[config.mk]
export PLATFORM = sky130hd
export DESIGN_NAME = regfile_core
export DESIGN_NICKNAME = d
export VERILOG_FILES = /design/src/rtl/regfile_core.sv
export SDC_FILE = /design/constraint.sdc
export NUM_CORES = 1
export LEC_CHECK = 0
export ABC_AREA = 1
export ABC_CLOCK_PERIOD_IN_PS = 2300
export CORE_MARGIN = 1
export CORE_UTILIZATION = 40
export CTS_CLUSTER_SIZE = 12
export DETAILED_ROUTE_END_ITERATION = 10
export SLEW_MARGIN = 20
export SYNTH_ARGS = -nofsm -noshare
export SYNTH_HDL_FRONTEND = slang
export SYNTH_SLANG_ARGS = --single-unit
[constraint.sdc]
create_clock -name clk -period 2.3 [get_ports clk]
set_input_delay 0.23 -clock clk [delete_from_list [all_inputs] [get_ports clk]]
set_output_delay 0.23 -clock clk [all_outputs]
set_load 0.1 [all_outputs]
[src/rtl/regfile_core.sv]
// -----------------------------------------------------------------------------
// regfile_core
//
// Architectural register file with one write port, one reserve port and two
// registered read ports. Reads return the register contents as they stand after
// the current edge's write, so a same-cycle write to the read address is
// bypassed straight to the read result. A per-register pending bit is set by a
// reserve (issue) and cleared by the matching write (writeback). This lets the
// issue logic see read-after-write hazards while writes are still in flight.
//
// Optional feature (compile-time macro REGFILE_ZERO_REG_EN):
//   defined   - register 0 reads as zero. Writes and reserves to it are ignored.
//   undefined - register 0 is an ordinary register.
//
// Ports:
//   clk          core clock, all state updates on the rising edge
//   reset        synchronous active-high reset, highest priority
//   rd0_addr     read port 0 address
//   rd0_enable   read port 0 request; data/pending hold when low
//   rd0_data     read port 0 data (registered)
//   rd0_pending  read port 0 target pending flag (registered)
//   rd1_addr     read port 1 address
//   rd1_enable   read port 1 request
//   rd1_data     read port 1 data (registered)
//   rd1_pending  read port 1 pending flag (registered)
//   wr_addr      write address
//   wr_enable    write strobe; also clears pending[wr_addr]
//   wr_data      write data
//   rsv_addr     destination register being reserved by issue
//   rsv_enable   reserve strobe; sets pending[rsv_addr]
//   any_pending  OR of all pending bits (registered)
// -----------------------------------------------------------------------------
module regfile_core #(
    parameter int ADDR_BITS = 4,
    parameter int DATA_BITS = 8
) (
    input  logic                 clk,
    input  logic                 reset,
    input  logic [ADDR_BITS-1:0] rd0_addr,
    input  logic                 rd0_enable,
    output logic [DATA_BITS-1:0] rd0_data,
    output logic                 rd0_pending,
    input  logic [ADDR_BITS-1:0] rd1_addr,
    input  logic                 rd1_enable,
    output logic [DATA_BITS-1:0] rd1_data,
    output logic                 rd1_pending,
    input  logic [ADDR_BITS-1:0] wr_addr,
    input  logic                 wr_enable,
    input  logic [DATA_BITS-1:0] wr_data,
    input  logic [ADDR_BITS-1:0] rsv_addr,
    input  logic                 rsv_enable,
    output logic                 any_pending
);

    localparam int REG_COUNT = 2 ** ADDR_BITS;

    logic [DATA_BITS-1:0] regs_q [REG_COUNT];
    logic [DATA_BITS-1:0] regs_d [REG_COUNT];
    logic [REG_COUNT-1:0] pend_q;
    logic [REG_COUNT-1:0] pend_d;

    logic [DATA_BITS-1:0] rd0_data_q, rd0_data_d;
    logic [DATA_BITS-1:0] rd1_data_q, rd1_data_d;
    logic                 rd0_pend_q, rd0_pend_d;
    logic                 rd1_pend_q, rd1_pend_d;
    logic                 any_pend_q, any_pend_d;

    logic                 wr_ok_s;
    logic                 rsv_ok_s;

    // Qualify write/reserve strobes; register 0 may be hardwired to zero.
    always_comb begin
`ifdef REGFILE_ZERO_REG_EN
        wr_ok_s  = wr_enable  && (wr_addr  != {ADDR_BITS{1'b0}});
        rsv_ok_s = rsv_enable && (rsv_addr != {ADDR_BITS{1'b0}});
`else
        wr_ok_s  = wr_enable;
        rsv_ok_s = rsv_enable;
`endif
    end

    // Post-edge register and pending state (write first, then reserve so the
    // newer producer wins on a same-address collision).
    always_comb begin
        regs_d = regs_q;
        pend_d = pend_q;
        if (wr_ok_s) begin
            regs_d[wr_addr] = wr_data;
            pend_d[wr_addr] = 1'b0;
        end else begin
            pend_d = pend_d;
        end
        if (rsv_ok_s) begin
            pend_d[rsv_addr] = 1'b1;
        end else begin
            pend_d = pend_d;
        end
    end

    // Read ports sample the post-update state, which implements the bypass.
    always_comb begin
        rd0_data_d = rd0_data_q;
        rd0_pend_d = rd0_pend_q;
        rd1_data_d = rd1_data_q;
        rd1_pend_d = rd1_pend_q;
        if (rd0_enable) begin
            rd0_data_d = regs_d[rd0_addr];
            rd0_pend_d = pend_d[rd0_addr];
        end else begin
            rd0_data_d = rd0_data_q;
            rd0_pend_d = rd0_pend_q;
        end
        if (rd1_enable) begin
            rd1_data_d = regs_d[rd1_addr];
            rd1_pend_d = pend_d[rd1_addr];
        end else begin
            rd1_data_d = rd1_data_q;
            rd1_pend_d = rd1_pend_q;
        end
        any_pend_d = |pend_d;
    end

    // State and output registers with synchronous reset.
    always_ff @(posedge clk) begin
        if (reset) begin
            for (int i = 0; i < REG_COUNT; i++) begin
                regs_q[i] <= {DATA_BITS{1'b0}};
            end
            pend_q     <= {REG_COUNT{1'b0}};
            rd0_data_q <= {DATA_BITS{1'b0}};
            rd1_data_q <= {DATA_BITS{1'b0}};
            rd0_pend_q <= 1'b0;
            rd1_pend_q <= 1'b0;
            any_pend_q <= 1'b0;
        end else begin
            for (int i = 0; i < REG_COUNT; i++) begin
                regs_q[i] <= regs_d[i];
            end
            pend_q     <= pend_d;
            rd0_data_q <= rd0_data_d;
            rd1_data_q <= rd1_data_d;
            rd0_pend_q <= rd0_pend_d;
            rd1_pend_q <= rd1_pend_d;
            any_pend_q <= any_pend_d;
        end
    end

    assign rd0_data    = rd0_data_q;
    assign rd0_pending = rd0_pend_q;
    assign rd1_data    = rd1_data_q;
    assign rd1_pending = rd1_pend_q;
    assign any_pending = any_pend_q;

endmodule

# Yosys cells after proc, flatten, opt, wreduce, memory -nomap -nowiden
# Index checks and enable logic that the tools add are counted.
# Widths: inputs -> output; s select.
word_totals:
  ff_bits: 163
  output_inout_bits: 19
  wordCells: 62
op_classes:
  n_lt_le_gt_ge: 10
  muxes: 20
  bitwise_logic: 6
  n_reduce_logical: 4
ops:
  columns: ["operator", "n"]
  rows:
  - ["$bwmux 128", 1]
  - ["$mux 128", 1]
  - ["$bmux 8 s4", 2]
  - ["$mux 8", 5]
  - ["$demux 8 s4", 1]
  - ["$mux 16", 2]
  - ["$lt 4x5->1 const B", 4]
  - ["$and 16x16->16", 1]
  - ["$not 16->16", 1]
  - ["$or 16x16->16", 1]
  - ["$reduce_or 16->1", 1]
  - ["$ge 5x5->1 const B", 3]
  - ["$not 4->5", 3]
  - ["$bmux 1 s4", 2]
  - ["$demux 1 s4", 2]
  - ["$ge 4x1->1 const B", 2]
  - ["$lt 5x1->1 const B", 1]
  - ["$mux 1", 4]
  - ["$logic_and 1x1->1", 3]

# Depth between registers and ports, before layout
# Gate-level depths: netlist (run 1).
logic_depth:
  ltp_word: 11
  mapped_depth: 13
  mapped_depth_nobuf: 11

# Least setup slack after synthesis (run 1)
# Ideal clock, no wire load.
synth_path:
  path_kind: "in2reg"
  start: "in wr_addr[1]"
  end: "reg rd0_data_q[7] (netlist: rd0_data[7])"
  setup_time_ns: 0.109
  arrival_time_ns: 1.433
  required_ns: 2.191
  path_slack_ns: 0.758
  stages: 12
  n_path_buf: 2
  path_cell_list: "buf_4 -> nor2_4 -> buf_4 -> nand3_2 -> nand2_1 -> nand3_1 -> nand3_1 -> nand3_1 -> nand3_1 -> nand3_1 -> nand2_1 -> inv_1"
synth_via:
  elab_chain_len: 10
  word_cells_on_any_way: 11
  classes_between: "order compare (2); mux (7); bitwise (1); reduce/logical (1)"
synth_lines:
  columns: ["element", "line_no", "text"]
  rows:
  - ["start: declaration", "47", "input logic [ADDR_BITS-1:0] wr_addr,"]
  - ["$not 4->5 (not written as such) (*)", "88", "regs_d[wr_addr] = wr_data;"]
  - ["$ge 5x5->1 (not written as such) / $lt 5x1->1 (equally long branches)", "88", null]
  - ["$logic_and 1x1->1 (not written as such)", "88", null]
  - ["$mux 8 (not written as such)", "88", null]
  - ["$demux 8 s4 (*)", "88", null]
  - ["$bwmux 128 (*)", "88", null]
  - ["$mux 128 (*)", "87", "if (wr_ok_s) begin"]
  - ["$bmux 8 s4 (*)", "107", "rd0_data_d = regs_d[rd0_addr];"]
  - ["$mux 8 (not written as such) (*) (2 in a row)", "107", null]
  - ["end signal: assignment", "130", "rd0_data_q <= {DATA_BITS{1'b0}};"]
  - ["end signal: assignment", "140", "rd0_data_q <= rd0_data_d;"]
  - ["end: declaration", "62", "logic [DATA_BITS-1:0] rd0_data_q, rd0_data_d;"]
# Mark *: on every way between the ends. The rest lies on a longest branch, timed or not. The select of a mux whose other input is x is not followed.
# A chain may end at the register's enable or synchronous reset.

# Worst setup path in the final report (run 1)
# Ends and elaborated chain as after synthesis.

==> results of run 1 <==
what timing repair did:
action,4_1_cts,5_1_grt
endpoints found under the hold margin,0,0
gates resized for setup,0,1
endpoints found under the setup margin,0,1
setup buffers,0,0
cells in the final DEF (no fill, tap or decap), types with 2 or more instances in the layout:
| cell | n |
|---|---|
| sky130_fd_sc_hd__nand2_2 | 6 |
| sky130_fd_sc_hd__inv_1 | 27 |
| sky130_fd_sc_hd__clkinv_4 | 3 |
| sky130_fd_sc_hd__buf_2 | 3 |
| sky130_fd_sc_hd__bufinv_16 | 3 |
| sky130_fd_sc_hd__nand4_1 | 34 |
| sky130_fd_sc_hd__buf_12 | 20 |
| sky130_fd_sc_hd__nor2_4 | 5 |
| sky130_fd_sc_hd__nand2_1 | 228 |
| sky130_fd_sc_hd__clkinv_1 | 6 |
| sky130_fd_sc_hd__o21ai_0 | 18 |
| sky130_fd_sc_hd__a21boi_1 | 2 |
| sky130_fd_sc_hd__nand3_1 | 601 |
| sky130_fd_sc_hd__nor2_1 | 59 |
| sky130_fd_sc_hd__nor2_2 | 7 |
| sky130_fd_sc_hd__dfxtp_1 | 163 |
| sky130_fd_sc_hd__clkbuf_16 | 17 |
| sky130_fd_sc_hd__clkinv_2 | 3 |
| sky130_fd_sc_hd__inv_6 | 3 |
| sky130_fd_sc_hd__nor3_1 | 2 |
| sky130_fd_sc_hd__buf_4 | 267 |
| sky130_fd_sc_hd__and2_1 | 8 |
| sky130_fd_sc_hd__nand3_2 | 9 |
| sky130_fd_sc_hd__clkdlybuf4s50_1 | 25 |
| sky130_fd_sc_hd__inv_2 | 7 |
| sky130_fd_sc_hd__a21oi_1 | 133 |
| sky130_fd_sc_hd__a21boi_0 | 2 |
state kept, by name, indices dropped and copies added, names as in the netlist:
register and cells:
any_pending 1, pend_q 16, rd0_data 8, rd0_pending 1
rd1_data 8, rd1_pending 1, regs_q 128
per-stage QoR:
step	power, W	hold WS (ns)
after global routing	0.00776	0.286
after detailed placement	0.00448	0.486
final	0.00755	0.284
after floorplan	0.00387	0.468
after global placement	0.00447	0.477
after CTS	0.00752	0.274
area by class of cell:
| cell class | instances | area (sq um) | area share (%) |
|---|---|---|---|
| Clock buffer | 18 | 439 | 3.53 |
| Clock inverter | 14 | 176 | 1.42 |
| Inverter | 40 | 150 | 1.21 |
| Multi-Input combinational cell | 1115 | 5390 | 43.3 |
| Sequential cell | 163 | 3260 | 26.2 |
| Tap cell | 285 | 357 | 2.87 |
| Timing Repair Buffer | 315 | 2670 | 21.5 |
power by group through the flow:
stage	logic, W	registers (W)	clock network (W)
after global placement	0.00148	0.00299	0
after CTS	0.00149	0.00292	0.00310
after detailed placement	0.00149	0.00299	0
final	0.00152	0.00293	0.00310
after floorplan	0.000710	0.00316	0
after global routing	0.00161	0.00293	0.00323
worst min path at each step:
| stage | start | endpoint | slack [ns] | cells past startpoint |
|---|---|---|---|---|
| 2_1_floorplan | regs_q[0]$_SDFF_PP0_ | regs_q[0]$_SDFF_PP0_ | 0.47 | 2 |
| 3_3_place_gp | regs_q[17]$_SDFF_PP0_ | regs_q[17]$_SDFF_PP0_ | 0.48 | 2 |
| 3_5_place_dp | regs_q[114]$_SDFF_PP0_ | regs_q[114]$_SDFF_PP0_ | 0.49 | 2 |
| 4_1_cts | reset | pend_q[7]$_SDFF_PP0_ | 0.27 | 2 |
| 5_1_grt | reset | pend_q[13]$_SDFF_PP0_ | 0.29 | 2 |
| 6_report | reset | regs_q[126]$_SDFF_PP0_ | 0.28 | 2 |
layer usage:
layer | wire [microns] | vias to the layer above | part of all wire, % | global-route usage (%)
met5 | 0 | - | 0 | 0
met1 | 16700 | 5431 | 41 | 44.5
met2 | 18200 | 671 | 45 | 53.8
met3 | 3690 | 146 | 9.0 | 5.98
met4 | 2210 | 0 | 5.4 | 20.4
li1 | - | 5478 | - | -
cell families (layout without fill, tap and decap cells):
| group | Yosys count | in the layout | synth area share (%) |
|---|---|---|---|
| AND/OR/NAND/NOR | 960 | 960 | 49.7 |
| flip-flops | 163 | 163 | 35.3 |
| AO/OA/AOI/OAI | 155 | 155 | 8.49 |
| buffers and inverters | 151 | 387 | 6.54 |
worst register-to-register path: stages, from the launching register on:
cell and delay, ns:
sky130_fd_sc_hd__dfxtp_1 0.30, sky130_fd_sc_hd__o21ai_0 0.16, sky130_fd_sc_hd__nand3_1 0.12, sky130_fd_sc_hd__nand3_1 0.17
sky130_fd_sc_hd__nand3_1 0.09, sky130_fd_sc_hd__nand3_1 0.09, sky130_fd_sc_hd__nand3_1 0.18, sky130_fd_sc_hd__nand2_1 0.12
sky130_fd_sc_hd__inv_1 0.04
==> results.md, run 1 <==
Floorplan:
- The effective utilization at floorplan is 40.9%.
- The die covers 23700 sq um.
- The floorplan step set the die height to 154 microns.
- The standard-cell row count is 55.
- The floorplan die width is 154 microns.
- The area inside the core boundary is 22600 sq um.
- The number of I/O pins is 49.

Critical path:
- The worst register-to-register path ends at rd0_data[6]$_SDFFE_PP0P_.
- The number of cells on the critical path is 15.
- The setup check on the worst reg-to-reg path leaves a slack of 0.93 ns.
- The critical path contains buffers and inverters numbering 6 combined.
- STA classifies the critical path endpoint as a flip-flop.
- Walking the worst path, the cells encountered are clkdlybuf4s50_1, buf_4, inv_2, nor2_4, buf_4, nand2_2, buf_4, nand2_1, nand3_1, nand3_1, nand3_1, nand3_1, nand3_1, nand2_1, inv_1.
- The biggest cell delay along the critical path is 0.46 ns.
- In this run the worst path has a maximum fanout of 9.
- The most critical setup path has its startpoint at wr_addr[1].
- The cell type with the highest occurrence count on the critical path is sky130_fd_sc_hd__nand3_1.
- Following the worst setup path forward leads to its endpoint at rd0_data[7]$_SDFFE_PP0P_.
- For the worst setup path, the data arrival time is 2.55 ns.
- The worst setup path is launched from a primary input.
- Counting cells, the worst reg-to-reg path comes to 8.
- Grouping stages by cell kind, the critical path spends the most delay in simple AND/OR/NAND/NOR gates.
- The origin of the critical flop-to-flop path is regs_q[86]$_SDFF_PP0_.
- The largest individual stage delay along the critical path comes from the cell sky130_fd_sc_hd__clkdlybuf4s50_1.
- The critical path in this run is classified as in -> reg.
- The worst path required time is 2.64 ns.

STA:
- The number of hold violations in the final report is 0.
- The maximum achievable frequency is 0.452 GHz.
- Setup repair after global routing left no endpoint under its margin.
- The final number of max-transition violations is 0.
- Across the routed clock network, the largest skew measured is 0.0132 ns.
- The final count of negative-setup-slack endpoints is 0.
- The measured slew at the worst slew-check pin is 0.851 ns.
- The share of the clock period used by the worst path is 96.1%.
- In the final timing run, aggregate negative setup slack is 0 ns.
- The worst slew slack as a fraction of its limit is 43.1%.
- The post-layout minimum cycle time is 2.21 ns.
- Setup slack on the critical path of the routed design comes to 0.0899 ns.

Global routing:
- Entering global routing, the biggest net connects 47 pins.
- The initial antenna violation count is 0.
- Global routing used 34.5% of the available tracks across all layers.
- The first global-routing pass estimated 62200 microns of wire.
- The number of global-route vias before repair is 11000.
- The global-route congestion overflow total is 0.

Place:
- After detailed placement, the design holds a cell count of 1918.
- The setup slack at placement is -0.311 ns.
- In this run the cell area measured after placement is 11800 sq um.
- After legalization and detailed placement, the total HPWL measured 27500 microns.
- The final RePlAce weighted congestion is 0.928.
- Input and output buffers added on the ports amount to 48.

Pwr:
- The switching power is 0.00242 W.
- IR analysis of the VDD net gives a maximum drop of 0.000407 V.
- The cell internal power dissipation is 0.00514 W.
- The proportion of power drawn by the clock network is 41.1%.
- Of the total power, the share spent switching nets is 32.0%.
- Combinational logic burns 20.2% of the power.
- The leakage dissipation is 5.41 nW.
- In this run the power density over the cells is 607 nW/um^2.
- The part of the total power dissipated in sequential elements is 38.7%.

Clock network:
- The clock input transition at the sequential cells of the worst setup and hold paths is 0.07 ns.
- The clock passes through at most 2 buffers.
- CTS saw 163 sinks.
- The H-tree depth reported by CTS is 4.
- The number of buffers inserted by hold repair at cts is 0.
- Buffers inserted during clock tree synthesis total 17.
- The TritonCTS clock tree is built.
- Clock tree synthesis selected as its root buffer the cell sky130_fd_sc_hd__clkbuf_16.
- At the later pin of the worst-skew pair, clock insertion delay measures 0.44 ns.

Final layout:
- The antenna diode instance count is 0.
- The growth of design area from synthesis to finish is 34.5%.
- The number of nets in the layout is 1682.
- The finished cells cover 12400 sq um.
- The post-route core utilization is 55.0%.
- The final standard cell count with taps included and fillers excluded is 1950.
- In the final layout, the share of cells above drive strength 1 is 21.4%.
- The final-layout fill cell count is 2260.

Synth:
- Synthesis instantiated 23 different standard cells from the library.
- The proportion of synthesized flip-flops having asynchronous set or reset is 0%.
- Ranked by instance count, the synthesized netlist is headed by sky130_fd_sc_hd__nand3_1 (602), sky130_fd_sc_hd__nand2_1 (228), sky130_fd_sc_hd__dfxtp_1 (163).
- Yosys attributes the largest share of cell area to sky130_fd_sc_hd__dfxtp_1 (35%), sky130_fd_sc_hd__nand3_1 (33%), sky130_fd_sc_hd__nand2_1 (9.2%).
- The library cell with the largest summed area after synthesis is sky130_fd_sc_hd__dfxtp_1.
- The area fraction of the dominant cell type after synthesis is 35.3%.
- Summing the sequential cell areas from Yosys gives 35.3% of the chip area.
- Synthesis inferred 163 register bits.
- The count of yosys warnings during synthesis is 0.
- The synthesized netlist cell count is 1429.
- The most used flip-flop cell after synthesis is sky130_fd_sc_hd__dfxtp_1.
- The cell area after synthesis is 9250 sq um.
- The number of nets produced by synthesis is 1459.
- The synthesized design contains 0 enable-type register cells.
- Each instance of the synthesized netlist takes up on average 6.47 sq um.
- sky130_fd_sc_hd__nand3_1 is the most common cell in the netlist.

Drt:
- The vias per cell is 6.01.
- After detailed routing, the number of remaining DRC violations is 0.
- The via count of the routed design is 11700.
- The length of the first detailed-routing pass in iterations is 6.
- The final routed wire length divided by cell count is 21.0 microns.
- After detailed routing, the total wire length is 40900 microns.
- The count of nets left with antenna violations once routing finished came out at 0.
- The initial DRC count is 1281.

Flow run:
- The number of violations of the max-capacitance limit is 0.

Hold path:
- The class of the tightest hold or removal check is in -> reg.

Status:
- The run finished with clean final reports.
No activity file was read; power rests on OpenSTA's default activity.
==> run 2: changes to the inputs <==
Settings changed: SLEW_MARGIN 20 to not set.
==> results of run 2 <==
The final DEF is identical to that of run 1; final timing and power are the same.
==> run 3: changes to the inputs <==
Settings changed: CAP_MARGIN set to 30.
==> results of run 3 <==
The final DEF is identical to that of run 1; final timing and power are the same.
